==> config.mk <==
export PLATFORM = sky130hd
export DESIGN_NAME = brick_field_flat
export DESIGN_NICKNAME = d
export VERILOG_FILES = /design/src/rtl/brick_field_if.sv /design/src/rtl/brick_field.sv /design/src/flat_wrapper.sv
export SDC_FILE = /design/constraint.sdc
export NUM_CORES = 1
export LEC_CHECK = 0
export ABC_AREA = 1
export CORE_ASPECT_RATIO = 0.7
export CORE_MARGIN = 5
export CORE_UTILIZATION = 45
export CTS_CLUSTER_DIAMETER = 120
export DETAILED_ROUTE_END_ITERATION = 8
export GPL_TIMING_DRIVEN = 0
export PLACE_DENSITY = 0.68
export SYNTH_ARGS = -nofsm -noshare
export SYNTH_HDL_FRONTEND = slang
export SYNTH_SLANG_ARGS = --single-unit
==> constraint.sdc <==
create_clock -name Clk -period 4.5 [get_ports Clk]
set_input_delay 0.9 -clock Clk [delete_from_list [all_inputs] [get_ports Clk]]
set_output_delay 0.9 -clock Clk [all_outputs]
set_load 0.02 [all_outputs]
==> src/rtl/brick_field_if.sv <==
// -----------------------------------------------------------------------------
// brick_field_if
//
// Purpose : groups the frame-rate signals exchanged between brick_field, the
//           ball-motion logic and color_mapper. Clk and Reset stay plain ports
//           on the module.
//
// Protocol (the only "handshake" on this bus):
//   - frame_clk is a level strobe synchronous to Clk. Its rising edge, seen
//     while brick_field is idle, starts one scan. Edges seen mid-scan are
//     dropped, there is no ready/back-pressure. BallX/BallY/Ball_size only
//     need to be stable in the cycle that edge is detected.
//   - hit_x / hit_y are single-cycle pulses with no acknowledge. At most one
//     of them is high in any cycle.
//   - new_level is a synchronous request that is honoured in any cycle.
//
// Modports:
//   master : the side that drives the ball/frame inputs (ball logic / bench)
//   slave  : brick_field itself
//
// Signals:
//   frame_clk, new_level        : control inputs to brick_field
//   BallX, BallY, Ball_size     : ball centre and radius, unsigned pixels
//   Block_Array[32:0]           : live-brick map, bit 32 always 0
//   Block_SizeX, Block_SizeY    : brick half extents for color_mapper
//   hit_x, hit_y                : bounce pulses
//   Score, bricks_left, cleared : game bookkeeping
//   fsm_state                   : scan FSM state (0 idle, 1 scan, 2 report)
// -----------------------------------------------------------------------------
interface brick_field_if #(
  parameter int SCORE_W = 16
) ();

  logic               frame_clk;
  logic               new_level;
  logic [9:0]         BallX;
  logic [9:0]         BallY;
  logic [9:0]         Ball_size;
  logic [32:0]        Block_Array;
  logic [9:0]         Block_SizeX;
  logic [9:0]         Block_SizeY;
  logic               hit_x;
  logic               hit_y;
  logic [SCORE_W-1:0] Score;
  logic [5:0]         bricks_left;
  logic               cleared;
  logic [1:0]         fsm_state;

  modport master (
    output frame_clk, new_level, BallX, BallY, Ball_size,
    input  Block_Array, Block_SizeX, Block_SizeY, hit_x, hit_y,
    input  Score, bricks_left, cleared, fsm_state
  );

  modport slave (
    input  frame_clk, new_level, BallX, BallY, Ball_size,
    output Block_Array, Block_SizeX, Block_SizeY, hit_x, hit_y,
    output Score, bricks_left, cleared, fsm_state
  );

endinterface

==> src/rtl/brick_field.sv <==
// -----------------------------------------------------------------------------
// brick_field
//
// Purpose : keeps the live/dead map of the 8 x 4 brick wall and, once per
//           video frame, scans the bricks in index order looking for the first
//           live brick the ball overlaps. That brick is destroyed, the score
//           and live count are updated, and a one-cycle bounce pulse (hit_x or
//           hit_y) is returned to the ball-motion logic.
//
// Brick i geometry: centre X = (i%8)*80 + 40, centre Y = 10 + 20*(i>>3).
//
// Parameters:
//   HALF_W  : brick half width  (drives Block_SizeX)
//   HALF_H  : brick half height (drives Block_SizeY)
//   SCORE_W : score counter width (must be at least 3)
//
// Ports:
//   Clk   : system clock
//   Reset : asynchronous, active-high reset
//   bus   : brick_field_if.slave, see the interface file for signal list
//
// Configuration macro:
//   BRICK_FIELD_ROW_SCORE_EN : when defined, a hit adds 4 - row to Score
//                              (top row 4, bottom row 1); otherwise each hit
//                              adds 1. Nothing else changes.
//
// Timing (E = cycle the frame edge is seen):
//   brick i tested in E+1+i; on a hit the map/score/count change and the pulse
//   is high in E+2+i; idle again from E+3+i. A scan with no hit reports in
//   E+33 and is idle from E+34.
// -----------------------------------------------------------------------------
module brick_field #(
  parameter int HALF_W  = 38,
  parameter int HALF_H  = 8,
  parameter int SCORE_W = 16
) (
  input  logic        Clk,
  input  logic        Reset,
  brick_field_if.slave bus
);

  typedef enum logic [1:0] {
    IDLE   = 2'd0,
    SCAN   = 2'd1,
    REPORT = 2'd2
  } state_t;

  state_t state;
  state_t state_nx;

  logic               frame_clk_d;
  logic               frame_edge;
  logic [4:0]         idx;
  logic [9:0]         ball_x_q;
  logic [9:0]         ball_y_q;
  logic [9:0]         ball_r_q;
  logic [31:0]        alive;
  logic [SCORE_W-1:0] score;
  logic [5:0]         left;
  logic               hit_x_q;
  logic               hit_y_q;
  logic               cleared_w;

  // Geometry of the brick under test, all in 12 bits so the additive form of
  // the overlap test can never wrap (max 1023 + 1023 + HALF_W).
  logic [11:0] bx, by, br, hw, hh, cx, cy;
  logic        overlap_x;
  logic        overlap_y;
  logic        brick_hit;
  logic        vertical;

  logic [2:0]         weight;
  logic [SCORE_W:0]   score_sum;
  logic [SCORE_W-1:0] score_next;

  assign frame_edge = bus.frame_clk & ~frame_clk_d;
  assign cleared_w  = (left == 6'd0);

  assign bx = {2'b00, ball_x_q};
  assign by = {2'b00, ball_y_q};
  assign br = {2'b00, ball_r_q};
  assign hw = 12'(HALF_W);
  assign hh = 12'(HALF_H);
  assign cx = 12'(idx[2:0]) * 12'd80 + 12'd40;
  assign cy = 12'(idx[4:3]) * 12'd20 + 12'd10;

  assign overlap_x = (bx + hw + br >= cx) && (cx + hw + br >= bx);
  assign overlap_y = (by + hh + br >= cy) && (cy + hh + br >= by);

  // A wall with nothing left can still be scanned, it just never hits.
  assign brick_hit = (state == SCAN) && alive[idx] && overlap_x && overlap_y
                     && !cleared_w;

  // Ball centre above or below the brick's vertical extent means it struck a
  // top/bottom face. by + hh < cy is the underflow-free form of by < cy - hh.
  assign vertical = (by + hh < cy) || (by > cy + hh);

`ifdef BRICK_FIELD_ROW_SCORE_EN
  assign weight = 3'd4 - {1'b0, idx[4:3]};
`else
  assign weight = 3'd1;
`endif

  // One extra bit catches the carry so the score sticks at all-ones.
  assign score_sum  = {1'b0, score} + (SCORE_W+1)'(weight);
  assign score_next = score_sum[SCORE_W] ? {SCORE_W{1'b1}} : score_sum[SCORE_W-1:0];

  // ---------------------------------------------------------------------------
  // FSM
  // ---------------------------------------------------------------------------
  always_ff @(posedge Clk or posedge Reset) begin
    if (Reset) begin
      state <= IDLE;
    end else begin
      state <= state_nx;
    end
  end

  always_comb begin
    state_nx = state;
    case (state)
      IDLE: begin
        if (frame_edge) state_nx = SCAN;
      end
      SCAN: begin
        if (brick_hit || (idx == 5'd31)) state_nx = REPORT;
      end
      REPORT: begin
        state_nx = IDLE;
      end
      default: begin
        state_nx = IDLE;
      end
    endcase
    // A level restart aborts whatever scan is in flight.
    if (bus.new_level) state_nx = IDLE;
  end

  // ---------------------------------------------------------------------------
  // Datapath
  // ---------------------------------------------------------------------------
  always_ff @(posedge Clk or posedge Reset) begin
    if (Reset) begin
      frame_clk_d <= 1'b0;
      idx         <= 5'd0;
      ball_x_q    <= 10'd0;
      ball_y_q    <= 10'd0;
      ball_r_q    <= 10'd0;
      alive       <= 32'hFFFF_FFFF;
      score       <= '0;
      left        <= 6'd32;
      hit_x_q     <= 1'b0;
      hit_y_q     <= 1'b0;
    end else begin
      frame_clk_d <= bus.frame_clk;
      hit_x_q     <= 1'b0;
      hit_y_q     <= 1'b0;

      if ((state == IDLE) && frame_edge) begin
        ball_x_q <= bus.BallX;
        ball_y_q <= bus.BallY;
        ball_r_q <= bus.Ball_size;
        idx      <= 5'd0;
      end else if ((state == SCAN) && !brick_hit) begin
        idx <= idx + 5'd1;
      end

      // new_level takes priority over a same-cycle hit: no brick lost, no
      // points awarded, no pulse.
      if (bus.new_level) begin
        alive <= 32'hFFFF_FFFF;
        left  <= 6'd32;
      end else if (brick_hit) begin
        alive[idx] <= 1'b0;
        score      <= score_next;
        left       <= left - 6'd1;
        hit_y_q    <= vertical;
        hit_x_q    <= ~vertical;
      end
    end
  end

  // ---------------------------------------------------------------------------
  // Outputs
  // ---------------------------------------------------------------------------
  assign bus.Block_Array = {1'b0, alive};
  assign bus.Block_SizeX = 10'(HALF_W);
  assign bus.Block_SizeY = 10'(HALF_H);
  assign bus.hit_x       = hit_x_q;
  assign bus.hit_y       = hit_y_q;
  assign bus.Score       = score;
  assign bus.bricks_left = left;
  assign bus.cleared     = cleared_w;
  assign bus.fsm_state   = state;

endmodule
==> src/flat_wrapper.sv <==
// flat-port wrapper written by rule: the top's interface ports become plain ports
module brick_field_flat 
#(
  parameter int HALF_W  = 38,
  parameter int HALF_H  = 8,
  parameter int SCORE_W = 16
)
  (Clk, Reset, bus_frame_clk, bus_new_level, bus_BallX, bus_BallY, bus_Ball_size, bus_Block_Array, bus_Block_SizeX, bus_Block_SizeY, bus_hit_x, bus_hit_y, bus_Score, bus_bricks_left, bus_cleared, bus_fsm_state);
  brick_field_if #(.SCORE_W(SCORE_W)) bus_i ();
  input  logic Clk;
  input  logic Reset;
  input wire logic [$bits(bus_i.frame_clk)-1:0] bus_frame_clk;
  input wire logic [$bits(bus_i.new_level)-1:0] bus_new_level;
  input wire logic [$bits(bus_i.BallX)-1:0] bus_BallX;
  input wire logic [$bits(bus_i.BallY)-1:0] bus_BallY;
  input wire logic [$bits(bus_i.Ball_size)-1:0] bus_Ball_size;
  output wire logic [$bits(bus_i.Block_Array)-1:0] bus_Block_Array;
  output wire logic [$bits(bus_i.Block_SizeX)-1:0] bus_Block_SizeX;
  output wire logic [$bits(bus_i.Block_SizeY)-1:0] bus_Block_SizeY;
  output wire logic [$bits(bus_i.hit_x)-1:0] bus_hit_x;
  output wire logic [$bits(bus_i.hit_y)-1:0] bus_hit_y;
  output wire logic [$bits(bus_i.Score)-1:0] bus_Score;
  output wire logic [$bits(bus_i.bricks_left)-1:0] bus_bricks_left;
  output wire logic [$bits(bus_i.cleared)-1:0] bus_cleared;
  output wire logic [$bits(bus_i.fsm_state)-1:0] bus_fsm_state;
  assign bus_i.frame_clk = bus_frame_clk;
  assign bus_i.new_level = bus_new_level;
  assign bus_i.BallX = bus_BallX;
  assign bus_i.BallY = bus_BallY;
  assign bus_i.Ball_size = bus_Ball_size;
  assign bus_Block_Array = bus_i.Block_Array;
  assign bus_Block_SizeX = bus_i.Block_SizeX;
  assign bus_Block_SizeY = bus_i.Block_SizeY;
  assign bus_hit_x = bus_i.hit_x;
  assign bus_hit_y = bus_i.hit_y;
  assign bus_Score = bus_i.Score;
  assign bus_bricks_left = bus_i.bricks_left;
  assign bus_cleared = bus_i.cleared;
  assign bus_fsm_state = bus_i.fsm_state;
  brick_field #(.HALF_W(HALF_W), .HALF_H(HALF_H), .SCORE_W(SCORE_W)) u_core (.Clk(Clk), .Reset(Reset), .bus(bus_i));
endmodule
==> results of run 1 <==
tightest hold or removal path, stage by stage, from the launching register on:
cell,delay (ns)
dfstp_2,0.38
o21ai_2,0.05
nand2_1,0.04
metrics by stage:
| stage | utilization [%] | area, um2 | worst slack [ns] | TNS, ns | std cells |
|---|---|---|---|---|---|
| floorplan | - | 8360 | 0.686 | 0 | 1148 |
| global placement | 53.0 | 9580 | -0.415 | -24.95 | 1476 |
| detailed placement | 53.2 | 9610 | -0.0430 | -0.227 | 1477 |
| CTS | 54.8 | 9900 | 0.0227 | 0 | 1493 |
| global route | 55.4 | 10000 | 0.0252 | 0 | 1502 |
| finish | 55.4 | 10000 | 0.284 | 0 | 1502 |
area by class of cell:
type | instances | area (um2) | share of cell area (%)
Multi-Input combinational cell | 846 | 5050 | 50.5
Sequential cell | 94 | 2400 | 24.0
Timing Repair Buffer | 102 | 1020 | 10.2
Inverter | 158 | 602 | 6.02
Buffer | 50 | 343 | 3.43
Tap cell | 236 | 295 | 2.95
Clock buffer | 11 | 233 | 2.33
Clock inverter | 5 | 60.1 | 0.601
logic make-up after synthesis:
family	after synthesis	synth area share [%]
adder cells (fa/ha/maj)	109	16.8
AND/OR/NAND/NOR	509	26.2
other	2	0.0906
AO/OA/AOI/OAI	147	10.3
flip-flops	94	28.9
XOR/XNOR	55	5.81
buffers and inverters	208	11.2
multiplexers	5	0.679
worst min path at each step:
stage | start | cells past startpoint | to | slack, ns
after floorplan | u_core.alive[16] | 2 | u_core.alive[16] | 0.49
after global placement | u_core.alive[12] | 2 | u_core.alive[12] | 0.46
after detailed placement | u_core.alive[17] | 2 | u_core.alive[17] | 0.46
after CTS | u_core.alive[17] | 2 | u_core.alive[17] | 0.47
after global routing | u_core.alive[20] | 2 | u_core.alive[20] | 0.48
final | u_core.alive[17] | 2 | u_core.alive[17] | 0.47
cell usage after synthesis (3+ instances only):
library cell  number  share of area, %
a21o_1             6              0.54
nand2_1          272                12
xor2_1            36               3.8
nor3_1            16              0.97
buf_1              4              0.18
dfrtp_1           61                18
xnor2_1           19               2.0
o21ai_0           38               2.3
or2_2              4              0.30
buf_2              6              0.36
mux2_2             5              0.68
or2_1              4              0.30
a31oi_1            6              0.45
nand3_1           88               5.3
clkbuf_1          11              0.50
ha_1             105                16
fa_1               4              0.97
buf_4             22               2.0
a21oi_1           60               3.6
nand3b_1           3              0.27
dfstp_2           33                10
o21ai_2           16               1.7
buf_6              6              0.81
o21bai_1           4              0.36
o21ai_1            9              0.54
inv_1            154               7.0
nand4_1           14               1.1
nor2_1            96               4.3
sequential cells by signal, indices dropped and copies added, names as in the netlist, 2 cells and up:
signal                  count
u_core.bus.bricks_left      6
u_core.idx                  5
u_core.ball_x_q            10
u_core.bus.Score           16
u_core.alive               32
u_core.ball_y_q            10
u_core.bus.fsm_state        2
u_core.ball_r_q            10
per-layer routing:
layer,GRT usage (%),vias to the layer above
met4,3.44,0
met3,4.41,13
met1,33.5,3479
met2,31.8,231
met5,0,-
li1,-,3861
what timing repair did:
item	in CTS	in global routing
setup buffers	0	9
gates resized for setup	1	13
endpoints found under the setup margin	34	63
endpoints found under the hold margin	0	0
==> impl_metrics.prom, run 1 <==
# TYPE chip_impl_metric gauge
chip_impl_info{name="cts.root.buffer_cell",value="clkbuf_16"} 1
chip_impl_metric{name="route.detailed.drc",unit=""} 0
chip_impl_metric{name="yosysUniqueCellTypes",unit=""} 50
chip_impl_metric{name="setup_violations",unit=""} 0
chip_impl_metric{name="wl_met3",unit="mm"} 1.46
chip_impl_metric{name="drt.antenna.violating_nets",unit=""} 0
chip_impl_metric{name="cts_buffer_depth",unit=""} 2
chip_impl_metric{name="post_route_cells_drive_above_1_share",unit="%"} 10.9
chip_impl_metric{name="synth_cells",unit=""} 1129
chip_impl_metric{name="drtIter0Drc",unit=""} 543
chip_impl_info{name="timing.rr.end",value="u_core.alive[19]"} 1
chip_impl_info{name="unrepaired_setup_endpoints_after_global_routing",value="no"} 1
chip_impl_info{name="critical_path_destination",value="u_core.alive[19]"} 1
chip_impl_metric{name="period_needed",unit="ns"} 4.22
chip_impl_metric{name="cp_slowest_stage_delay",unit="ns"} 0.48
chip_impl_metric{name="reg2reg_setup_slack",unit="ns"} 0.28
chip_impl_info{name="cts_tree",value="built"} 1
chip_impl_metric{name="min_period_over_period",unit="%"} 93.7
chip_impl_info{name="worst_setup_path_startpoint",value="u_core.idx[2]"} 1
chip_impl_metric{name="max_freq",unit="GHz"} 0.237
chip_impl_metric{name="global_route_wire_length_before_repair",unit="mm"} 36.6
chip_impl_metric{name="final_nets",unit=""} 1404
chip_impl_metric{name="wl_met2",unit="mm"} 9.34
chip_impl_metric{name="numClockSinks",unit=""} 94
chip_impl_metric{name="dieArea",unit="mm2"} 0.0213
chip_impl_metric{name="number_of_synthesized_flops_with_an_enable_pin",unit=""} 0
chip_impl_info{name="crit_slowest_cell",value="dfrtp_2"} 1
chip_impl_info{name="worst_path_dominant_cell_family",value="adder cells"} 1
chip_impl_metric{name="synth-seq-area-share",unit="%"} 28.9
chip_impl_metric{name="postSynth.asyncResetShare",unit="%"} 100
chip_impl_metric{name="grt_usage",unit="%"} 21.7
chip_impl_info{name="crit_top_cell",value="ha_1"} 1
chip_impl_metric{name="worst_slew_pin_slew",unit="ns"} 0.695
chip_impl_metric{name="gpl.final_weighted_congestion",unit=""} 0.920
chip_impl_metric{name="final-max-slew-violation-count",unit=""} 0
chip_impl_info{name="sequence_of_cells_on_the_critical_path",value="ha_1 > ha_1 > ha_1 > xor2_1 > inv_1 > ha_1 > ha_1 > a21o_1 > a21oi_1 > xnor2_1 > ha_1 > nand2_1 > inv_1 > nor3_1 > nand4_1 > nor2_2 > nor2_4 > nand3_2 > buf_6 > nand2_4 > buf_8 > o21ai_0"} 1
chip_impl_metric{name="die_width",unit="um"} 172
chip_impl_metric{name="fin_worst_hold_slack",unit="ns"} 0.469
chip_impl_info{name="critPathLaunchType",value="register"} 1
chip_impl_info{name="synthFlopType",value="dfrtp_1"} 1
chip_impl_info{name="startpoint_of_the_worst_register_to_register_path",value="u_core.idx[2]"} 1
chip_impl_metric{name="first_global_vias",unit=""} 7158
chip_impl_metric{name="drt-met1-wl",unit="mm"} 11.6
chip_impl_metric{name="crit_arrival",unit="ns"} 4.49
chip_impl_metric{name="avgSynthCellArea",unit="um2"} 7.34
chip_impl_metric{name="clk_pin_slew_worst_paths",unit="ns"} 0.07
chip_impl_info{name="top_layer_used",value="met4"} 1
chip_impl_metric{name="crit_fanout",unit=""} 10
chip_impl_metric{name="initial_core_util",unit="%"} 45.9
chip_impl_metric{name="worstRegToRegCells",unit=""} 22
chip_impl_metric{name="port-buffer-count",unit=""} 92
chip_impl_info{name="hold_class",value="reg -> reg"} 1
chip_impl_metric{name="count_of_warnings_emitted_by_yosys",unit=""} 0
chip_impl_metric{name="post-dp-hpwl",unit="mm"} 17.9
chip_impl_metric{name="fillers",unit=""} 1731
chip_impl_metric{name="fp.coreArea",unit="mm2"} 0.0181
chip_impl_info{name="outcome",value="finished clean"} 1
chip_impl_metric{name="tritoncts.num_buffers",unit=""} 9
chip_impl_metric{name="post_drt_via_cell_ratio",unit=""} 5.05
chip_impl_metric{name="postSynthRegisterBits",unit=""} 94
chip_impl_metric{name="netlist_area",unit="mm2"} 0.00829
chip_impl_metric{name="cp.required",unit="ns"} 4.77
chip_impl_metric{name="cts-htree-levels",unit=""} 3
chip_impl_metric{name="std_cell_rows",unit=""} 41
chip_impl_metric{name="grt_max_degree",unit=""} 60
chip_impl_metric{name="drt_pass1_iterations",unit=""} 5
chip_impl_metric{name="finalClockSkew",unit="ns"} 0.0130
chip_impl_metric{name="area_growth_syn_to_layout",unit="%"} 20.6
chip_impl_info{name="layout.cells.most_common_list",value="nand2_1, inv_1, ha_1"} 1
chip_impl_metric{name="relSlewSlack",unit="%"} 53.7
chip_impl_metric{name="cap_violations",unit=""} 0
chip_impl_metric{name="n_antenna_cell",unit=""} 0
chip_impl_info{name="setup.worst_path.end_class",value="register"} 1
chip_impl_metric{name="totalWireLength",unit="mm"} 22.5
chip_impl_metric{name="final_hold_vio_count",unit=""} 0
chip_impl_metric{name="die_y",unit="um"} 124
chip_impl_metric{name="clk-insertion-delay-late",unit="ns"} 0.36
chip_impl_metric{name="timing.critical_path.depth",unit=""} 22
chip_impl_info{name="class_of_the_most_critical_setup_path",value="reg -> reg"} 1
chip_impl_metric{name="i_o_pins",unit=""} 114
chip_impl_metric{name="globalRouteOverflowTotal",unit=""} 0
chip_impl_metric{name="crit_buf_inv",unit=""} 4
chip_impl_info{name="final_common_cell",value="nand2_1"} 1
chip_impl_metric{name="grt_antenna_before_repair",unit=""} 0
chip_impl_metric{name="detail_route.wl_per_cell",unit="um"} 15.0
chip_impl_metric{name="cts_hold_buffers",unit=""} 0
chip_impl_metric{name="number_of_vias_in_the_routed_layout",unit=""} 7584
Power of run 1 is not shown: default switching activity piles up to over one toggle a cycle in this logic, so the estimate is an artifact.
==> run 2, diff against run 1 <==
PLACE_DENSITY = 0.7   (was 0.68)
SLEW_MARGIN = 0   (was unset)
clock period = 3.8 ns   (was 4.5 ns; I/O delays follow)
==> impl_metrics.prom, run 2 (synthesized netlist as in run 1, its figures left out) <==
# TYPE chip_impl_metric gauge
chip_impl_metric{name="crit_buf_inv",unit=""} 8
chip_impl_metric{name="numClockSinks",unit=""} 94
chip_impl_metric{name="i_o_pins",unit=""} 114
chip_impl_metric{name="crit_arrival",unit="ns"} 4.23
chip_impl_info{name="layout.cells.most_common_list",value="nand2_1, inv_1, nor2_1"} 1
chip_impl_metric{name="cp.required",unit="ns"} 4.09
chip_impl_metric{name="initial_core_util",unit="%"} 45.9
chip_impl_metric{name="totalWireLength",unit="mm"} 23.9
chip_impl_metric{name="max_freq",unit="GHz"} 0.254
chip_impl_metric{name="relSlewSlack",unit="%"} 47.2
chip_impl_metric{name="grt_antenna_before_repair",unit=""} 0
chip_impl_metric{name="fp.coreArea",unit="mm2"} 0.0181
chip_impl_metric{name="cp_slowest_stage_delay",unit="ns"} 0.40
chip_impl_metric{name="post_drt_via_cell_ratio",unit=""} 5.15
chip_impl_metric{name="post_route_cells_drive_above_1_share",unit="%"} 17.3
chip_impl_metric{name="post-dp-hpwl",unit="mm"} 17.6
chip_impl_metric{name="gpl.final_weighted_congestion",unit=""} 0.911
chip_impl_metric{name="largest_reg_flops",unit=""} 32
chip_impl_metric{name="port-buffer-count",unit=""} 92
chip_impl_info{name="worst_path_dominant_cell_family",value="buffers and inverters"} 1
chip_impl_metric{name="drt.antenna.violating_nets",unit=""} 0
chip_impl_metric{name="worst_slew_pin_slew",unit="ns"} 0.792
chip_impl_metric{name="min_period_over_period",unit="%"} 104
chip_impl_metric{name="final_cell_count_no_fill",unit=""} 1517
chip_impl_info{name="violations",value="setup timing"} 1
chip_impl_info{name="timing.rr.end",value="u_core.alive[23]"} 1
chip_impl_metric{name="global_route_wire_length_before_repair",unit="mm"} 37.8
chip_impl_metric{name="setup_violations",unit=""} 60
chip_impl_info{name="outcome",value="finished, violations left"} 1
chip_impl_info{name="final_common_cell",value="nand2_1"} 1
chip_impl_metric{name="globalRouteOverflowTotal",unit=""} 0
chip_impl_metric{name="cts-htree-levels",unit=""} 3
chip_impl_info{name="hold_class",value="reg -> reg"} 1
chip_impl_info{name="class_of_the_most_critical_setup_path",value="reg -> reg"} 1
chip_impl_info{name="unrepaired_setup_endpoints_after_global_routing",value="yes"} 1
chip_impl_metric{name="final_nets",unit=""} 1419
chip_impl_info{name="setup.worst_path.end_class",value="register"} 1
chip_impl_metric{name="period_needed",unit="ns"} 3.94
chip_impl_info{name="crit_top_cell",value="nand2_2"} 1
chip_impl_info{name="largest-register",value="u_core.alive"} 1
chip_impl_metric{name="cts_buffer_depth",unit=""} 2
chip_impl_metric{name="drt_pass1_iterations",unit=""} 6
chip_impl_info{name="cts.root.buffer_cell",value="clkbuf_16"} 1
chip_impl_metric{name="crit_fanout",unit=""} 5
chip_impl_info{name="crit_slowest_cell",value="dfrtp_2"} 1
chip_impl_metric{name="grt_usage",unit="%"} 22.6
chip_impl_metric{name="finalClockSkew",unit="ns"} 0.0115
chip_impl_info{name="startpoint_of_the_worst_register_to_register_path",value="u_core.idx[3]"} 1
chip_impl_metric{name="first_global_vias",unit=""} 7231
chip_impl_metric{name="final-max-slew-violation-count",unit=""} 0
chip_impl_info{name="capture_endpoint_of_the_worst_hold_path",value="u_core.alive[24]"} 1
chip_impl_info{name="cts_tree",value="built"} 1
chip_impl_metric{name="clk-insertion-delay-late",unit="ns"} 0.36
chip_impl_metric{name="number_of_vias_in_the_routed_layout",unit=""} 7817
chip_impl_metric{name="clk_pin_slew_worst_paths",unit="ns"} 0.08
chip_impl_info{name="worstHoldStart",value="u_core.alive[24]"} 1
chip_impl_metric{name="hold_depth",unit=""} 2
chip_impl_metric{name="cap_violations",unit=""} 0
chip_impl_metric{name="n_antenna_cell",unit=""} 0
chip_impl_metric{name="detail_route.wl_per_cell",unit="um"} 15.7
chip_impl_metric{name="std_cell_rows",unit=""} 41
chip_impl_metric{name="tritoncts.num_buffers",unit=""} 9
chip_impl_metric{name="numPlacedInstances",unit=""} 1477
chip_impl_metric{name="final_hold_vio_count",unit=""} 0
chip_impl_metric{name="dieArea",unit="mm2"} 0.0213
chip_impl_metric{name="drtIter0Drc",unit=""} 677
chip_impl_info{name="critPathLaunchType",value="register"} 1
chip_impl_metric{name="route.detailed.drc",unit=""} 0
chip_impl_metric{name="worstRegToRegCells",unit=""} 28
chip_impl_metric{name="reg2reg_setup_slack",unit="ns"} -0.14
chip_impl_metric{name="die_width",unit="um"} 172
chip_impl_metric{name="grt_max_degree",unit=""} 71
chip_impl_metric{name="final_critical_path_setup_slack",unit="ns"} -0.142
chip_impl_metric{name="area_growth_syn_to_layout",unit="%"} 27.9
chip_impl_metric{name="die_y",unit="um"} 124
run 2: cell types whose count changed in the layout (fill, tap and decap cells not counted), sizes merged:
cell    delta
bufinv     -1
inv        +1
clkinv     +1
buf       +16
clkbuf     -2
run 2: tightest hold or removal path, stage by stage (launching register included):
cell,delay (ns)
dfstp_2,0.38
o21ai_2,0.05
nand2_1,0.04
run 2: metrics by stage:
| step | area, um2 | hold WS, ns | setup TNS, ns | setup slack (ns) | util [%] |
|---|---|---|---|---|---|
| after floorplan | 8370 | 0.492 | 0 | 0.00889 | - |
| final | 10600 | 0.468 | -4.81 | -0.142 | 58.7 |
| after detailed placement | 9610 | 0.456 | -39.84 | -0.721 | 53.2 |
| after CTS | 10400 | 0.467 | -2.19 | -0.0737 | 57.7 |
| after global routing | 10600 | 0.474 | -19.40 | -0.379 | 58.7 |
| after global placement | 9580 | 0.454 | -96.37 | -1.26 | 53.1 |
run 2: cell type report:
cell class	count	area, um2
clock inverters	6	43.8
inverters	158	602
clock buffers	10	239
flip-flops and latches	94	2400
plain buffers	50	383
fillers	1666	7460
multi-input cells	846	5430
repair buffers	117	1210
well taps	236	295
run 2: worst max-delay path by stage:
| stage | depth (start not counted) | end | from |
|---|---|---|---|
| floorplan | 22 | u_core.idx[3] | u_core.idx[2] |
| global placement | 2 | u_core.idx[3] | Reset |
| detailed placement | 23 | u_core.bus.Score[12] | u_core.idx[4] |
| CTS | 28 | u_core.alive[27] | u_core.idx[3] |
| global route | 28 | u_core.alive[23] | u_core.idx[3] |
| finish | 28 | u_core.alive[23] | u_core.idx[3] |
run 2: metal layers:
| metal | wire, um | vias up | GRT usage, % |
|---|---|---|---|
| li1 | - | 3900 | - |
| met1 | 11300 | 3597 | 34.3 |
| met2 | 10300 | 299 | 33.2 |
| met3 | 2110 | 21 | 4.67 |
| met4 | 204 | 0 | 4.22 |
| met5 | 0 | - | 0 |
run 2: timing repair:
item / 4_1_cts / 5_1_grt
pin swaps: 24 / 18
gates resized for setup: 67 / 59
endpoints found under the setup margin: 63 / 63
hold buffers: 0 / 0
cloned: 5 / 0
buffers inserted: 17 / 2
Power of run 2 is left out for the same reason.
==> run 3, diff against run 2 <==
--- a/config.mk
+++ b/config.mk
@@ -14,4 +14,5 @@
 export GPL_TIMING_DRIVEN = 0
 export PLACE_DENSITY = 0.7
+export SKIP_CTS_REPAIR_TIMING = 1
 export SLEW_MARGIN = 0
 export SYNTH_ARGS = -nofsm -noshare
==> constraint.sdc (replaced) <==
create_clock -name Clk -period 3.8 [get_ports Clk]
set_input_delay 0.95 -clock Clk [delete_from_list [all_inputs] [get_ports Clk]]
set_output_delay 0.95 -clock Clk [all_outputs]
set_load 0.02 [all_outputs]
==> impl_metrics.prom, run 3 (synthesized netlist as in run 1, its figures left out) <==
# TYPE chip_impl_metric gauge
chip_impl_metric{name="tritoncts.num_buffers",unit=""} 9
chip_impl_metric{name="post-dp-hpwl",unit="mm"} 17.6
chip_impl_metric{name="final_core_util",unit="%"} 59.1
chip_impl_metric{name="grt_usage",unit="%"} 21.5
chip_impl_metric{name="grt_antenna_before_repair",unit=""} 0
chip_impl_metric{name="min_period_over_period",unit="%"} 106
chip_impl_metric{name="crit_fanout",unit=""} 5
chip_impl_metric{name="area_growth_syn_to_layout",unit="%"} 28.7
chip_impl_metric{name="drtIter0Drc",unit=""} 637
chip_impl_metric{name="post_route_cells_drive_above_1_share",unit="%"} 18.7
chip_impl_metric{name="cts_buffer_depth",unit=""} 2
chip_impl_metric{name="totalWireLength",unit="mm"} 23.6
chip_impl_metric{name="final_cell_count_no_fill",unit=""} 1520
chip_impl_info{name="outcome",value="finished, violations left"} 1
chip_impl_metric{name="final_nets",unit=""} 1422
chip_impl_metric{name="crit_arrival",unit="ns"} 4.30
chip_impl_metric{name="global_route_wire_length_before_repair",unit="mm"} 36.3
chip_impl_metric{name="first_global_vias",unit=""} 6981
chip_impl_metric{name="drt.antenna.violating_nets",unit=""} 0
chip_impl_metric{name="relSlewSlack",unit="%"} 48.6
chip_impl_metric{name="initial_core_util",unit="%"} 45.9
chip_impl_info{name="cts_tree",value="built"} 1
chip_impl_metric{name="port-buffer-count",unit=""} 92
chip_impl_metric{name="fp.coreArea",unit="mm2"} 0.0181
chip_impl_info{name="layout.cells.most_common_list",value="nand2_1, inv_1, ha_1"} 1
chip_impl_metric{name="drt_pass1_iterations",unit=""} 5
chip_impl_metric{name="globalRouteOverflowTotal",unit=""} 0
chip_impl_metric{name="i_o_pins",unit=""} 114
chip_impl_metric{name="cts-htree-levels",unit=""} 3
chip_impl_metric{name="cp.required",unit="ns"} 4.09
chip_impl_info{name="final_common_cell",value="nand2_1"} 1
chip_impl_metric{name="die_y",unit="um"} 124
chip_impl_info{name="hold_class",value="reg -> reg"} 1
chip_impl_metric{name="fillers",unit=""} 1665
chip_impl_metric{name="die_width",unit="um"} 172
chip_impl_info{name="critPathLaunchType",value="register"} 1
chip_impl_info{name="class_of_the_most_critical_setup_path",value="reg -> reg"} 1
chip_impl_metric{name="finalClockSkew",unit="ns"} 0.0110
chip_impl_metric{name="grt_max_degree",unit=""} 71
chip_impl_info{name="setup.worst_path.end_class",value="register"} 1
chip_impl_info{name="cts.root.buffer_cell",value="clkbuf_16"} 1
chip_impl_metric{name="std_cell_rows",unit=""} 41
chip_impl_info{name="largest-register",value="u_core.alive"} 1
chip_impl_metric{name="worst_slew_pin_slew",unit="ns"} 0.771
chip_impl_metric{name="max_freq",unit="GHz"} 0.249
chip_impl_metric{name="route.detailed.drc",unit=""} 0
chip_impl_metric{name="setup_violations",unit=""} 63
chip_impl_metric{name="dieArea",unit="mm2"} 0.0213
chip_impl_metric{name="clk-insertion-delay-late",unit="ns"} 0.36
chip_impl_info{name="violations",value="setup timing"} 1
chip_impl_info{name="unrepaired_setup_endpoints_after_global_routing",value="yes"} 1
chip_impl_metric{name="gpl.final_weighted_congestion",unit=""} 0.911
chip_impl_metric{name="period_needed",unit="ns"} 4.01
chip_impl_metric{name="clk_pin_slew_worst_paths",unit="ns"} 0.08
chip_impl_metric{name="number_of_vias_in_the_routed_layout",unit=""} 7815
chip_impl_metric{name="cap_violations",unit=""} 0
chip_impl_metric{name="post_drt_via_cell_ratio",unit=""} 5.14
chip_impl_metric{name="final-max-slew-violation-count",unit=""} 0
chip_impl_metric{name="numPlacedInstances",unit=""} 1477
chip_impl_metric{name="n_antenna_cell",unit=""} 0
chip_impl_metric{name="final_critical_path_setup_slack",unit="ns"} -0.214
chip_impl_metric{name="numClockSinks",unit=""} 94
chip_impl_metric{name="detail_route.wl_per_cell",unit="um"} 15.5
chip_impl_metric{name="final_hold_vio_count",unit=""} 0
chip_impl_metric{name="largest_reg_flops",unit=""} 32
run 3: cell types whose count changed in the layout (fill, tap and decap cells not counted), sizes merged:
| cell | previous run | this run |
|---|---|---|
| clkbuf | 21 | 24 |
run 3: critical path, stage by stage (launching register included):
cell and delay, ns:
dfrtp_2 0.41, clkinvlp_4 0.15, ha_4 0.33, xor2_2 0.17, inv_2 0.07, ha_4 0.25, a21oi_2 0.13, nand2_2 0.08
a21oi_2 0.15, o21bai_1 0.11, buf_4 0.15, xnor2_2 0.16, inv_2 0.07, ha_4 0.28, nand4_1 0.13, nor3_1 0.17
nand3_1 0.13, nand3_2 0.12, nand2_2 0.08, nor2_4 0.17, nand3_4 0.11, buf_8 0.17, nand2_8 0.09, clkbuf_16 0.17
nand2_2 0.05, o21ai_2 0.05
run 3: worst paths after layout:
path,startpoint,end,slack [ns],cells past startpoint
min,u_core.alive[16],u_core.alive[16],0.47,2
max,u_core.idx[3],u_core.alive[31],-0.21,25
min in group asynchronous,Reset,u_core.ball_r_q[1],0.92,2
min reg2reg,u_core.alive[16],u_core.alive[16],0.47,2
max in group asynchronous,Reset,u_core.alive[2],2.16,3
max reg2reg,u_core.idx[3],u_core.alive[31],-0.21,25
run 3: per-stage QoR:
stage          setup TNS, ns  worst slack, ns  hold WS, ns  cell area, um2
4_1_cts               -42.41           -0.766        0.467            9890
6_report              -10.92           -0.214        0.466           10700
2_1_floorplan              0          0.00889        0.492            8370
5_1_grt               -25.31           -0.438        0.474           10700
3_5_place_dp          -39.84           -0.721        0.456            9610
3_3_place_gp         -113.72            -1.45        0.454            9580
run 3: area by class of cell:
class	count	area [um2]	share of cell area (%)
multi-input cells	846	5470	51.2
repair buffers	120	1240	11.6
plain buffers	50	385	3.61
clock inverters	6	43.8	0.410
flip-flops and latches	94	2400	22.5
well taps	236	295	2.77
inverters	158	602	5.64
clock buffers	10	239	2.24
run 3: metal layers:
layer  track usage (%)  part of all wire [%]
met3              3.99                   7.3
met5                 0                     0
met1              33.8                    49
met4              3.78                  0.73
met2              30.9                    43
Power of run 3 is left out for the same reason.
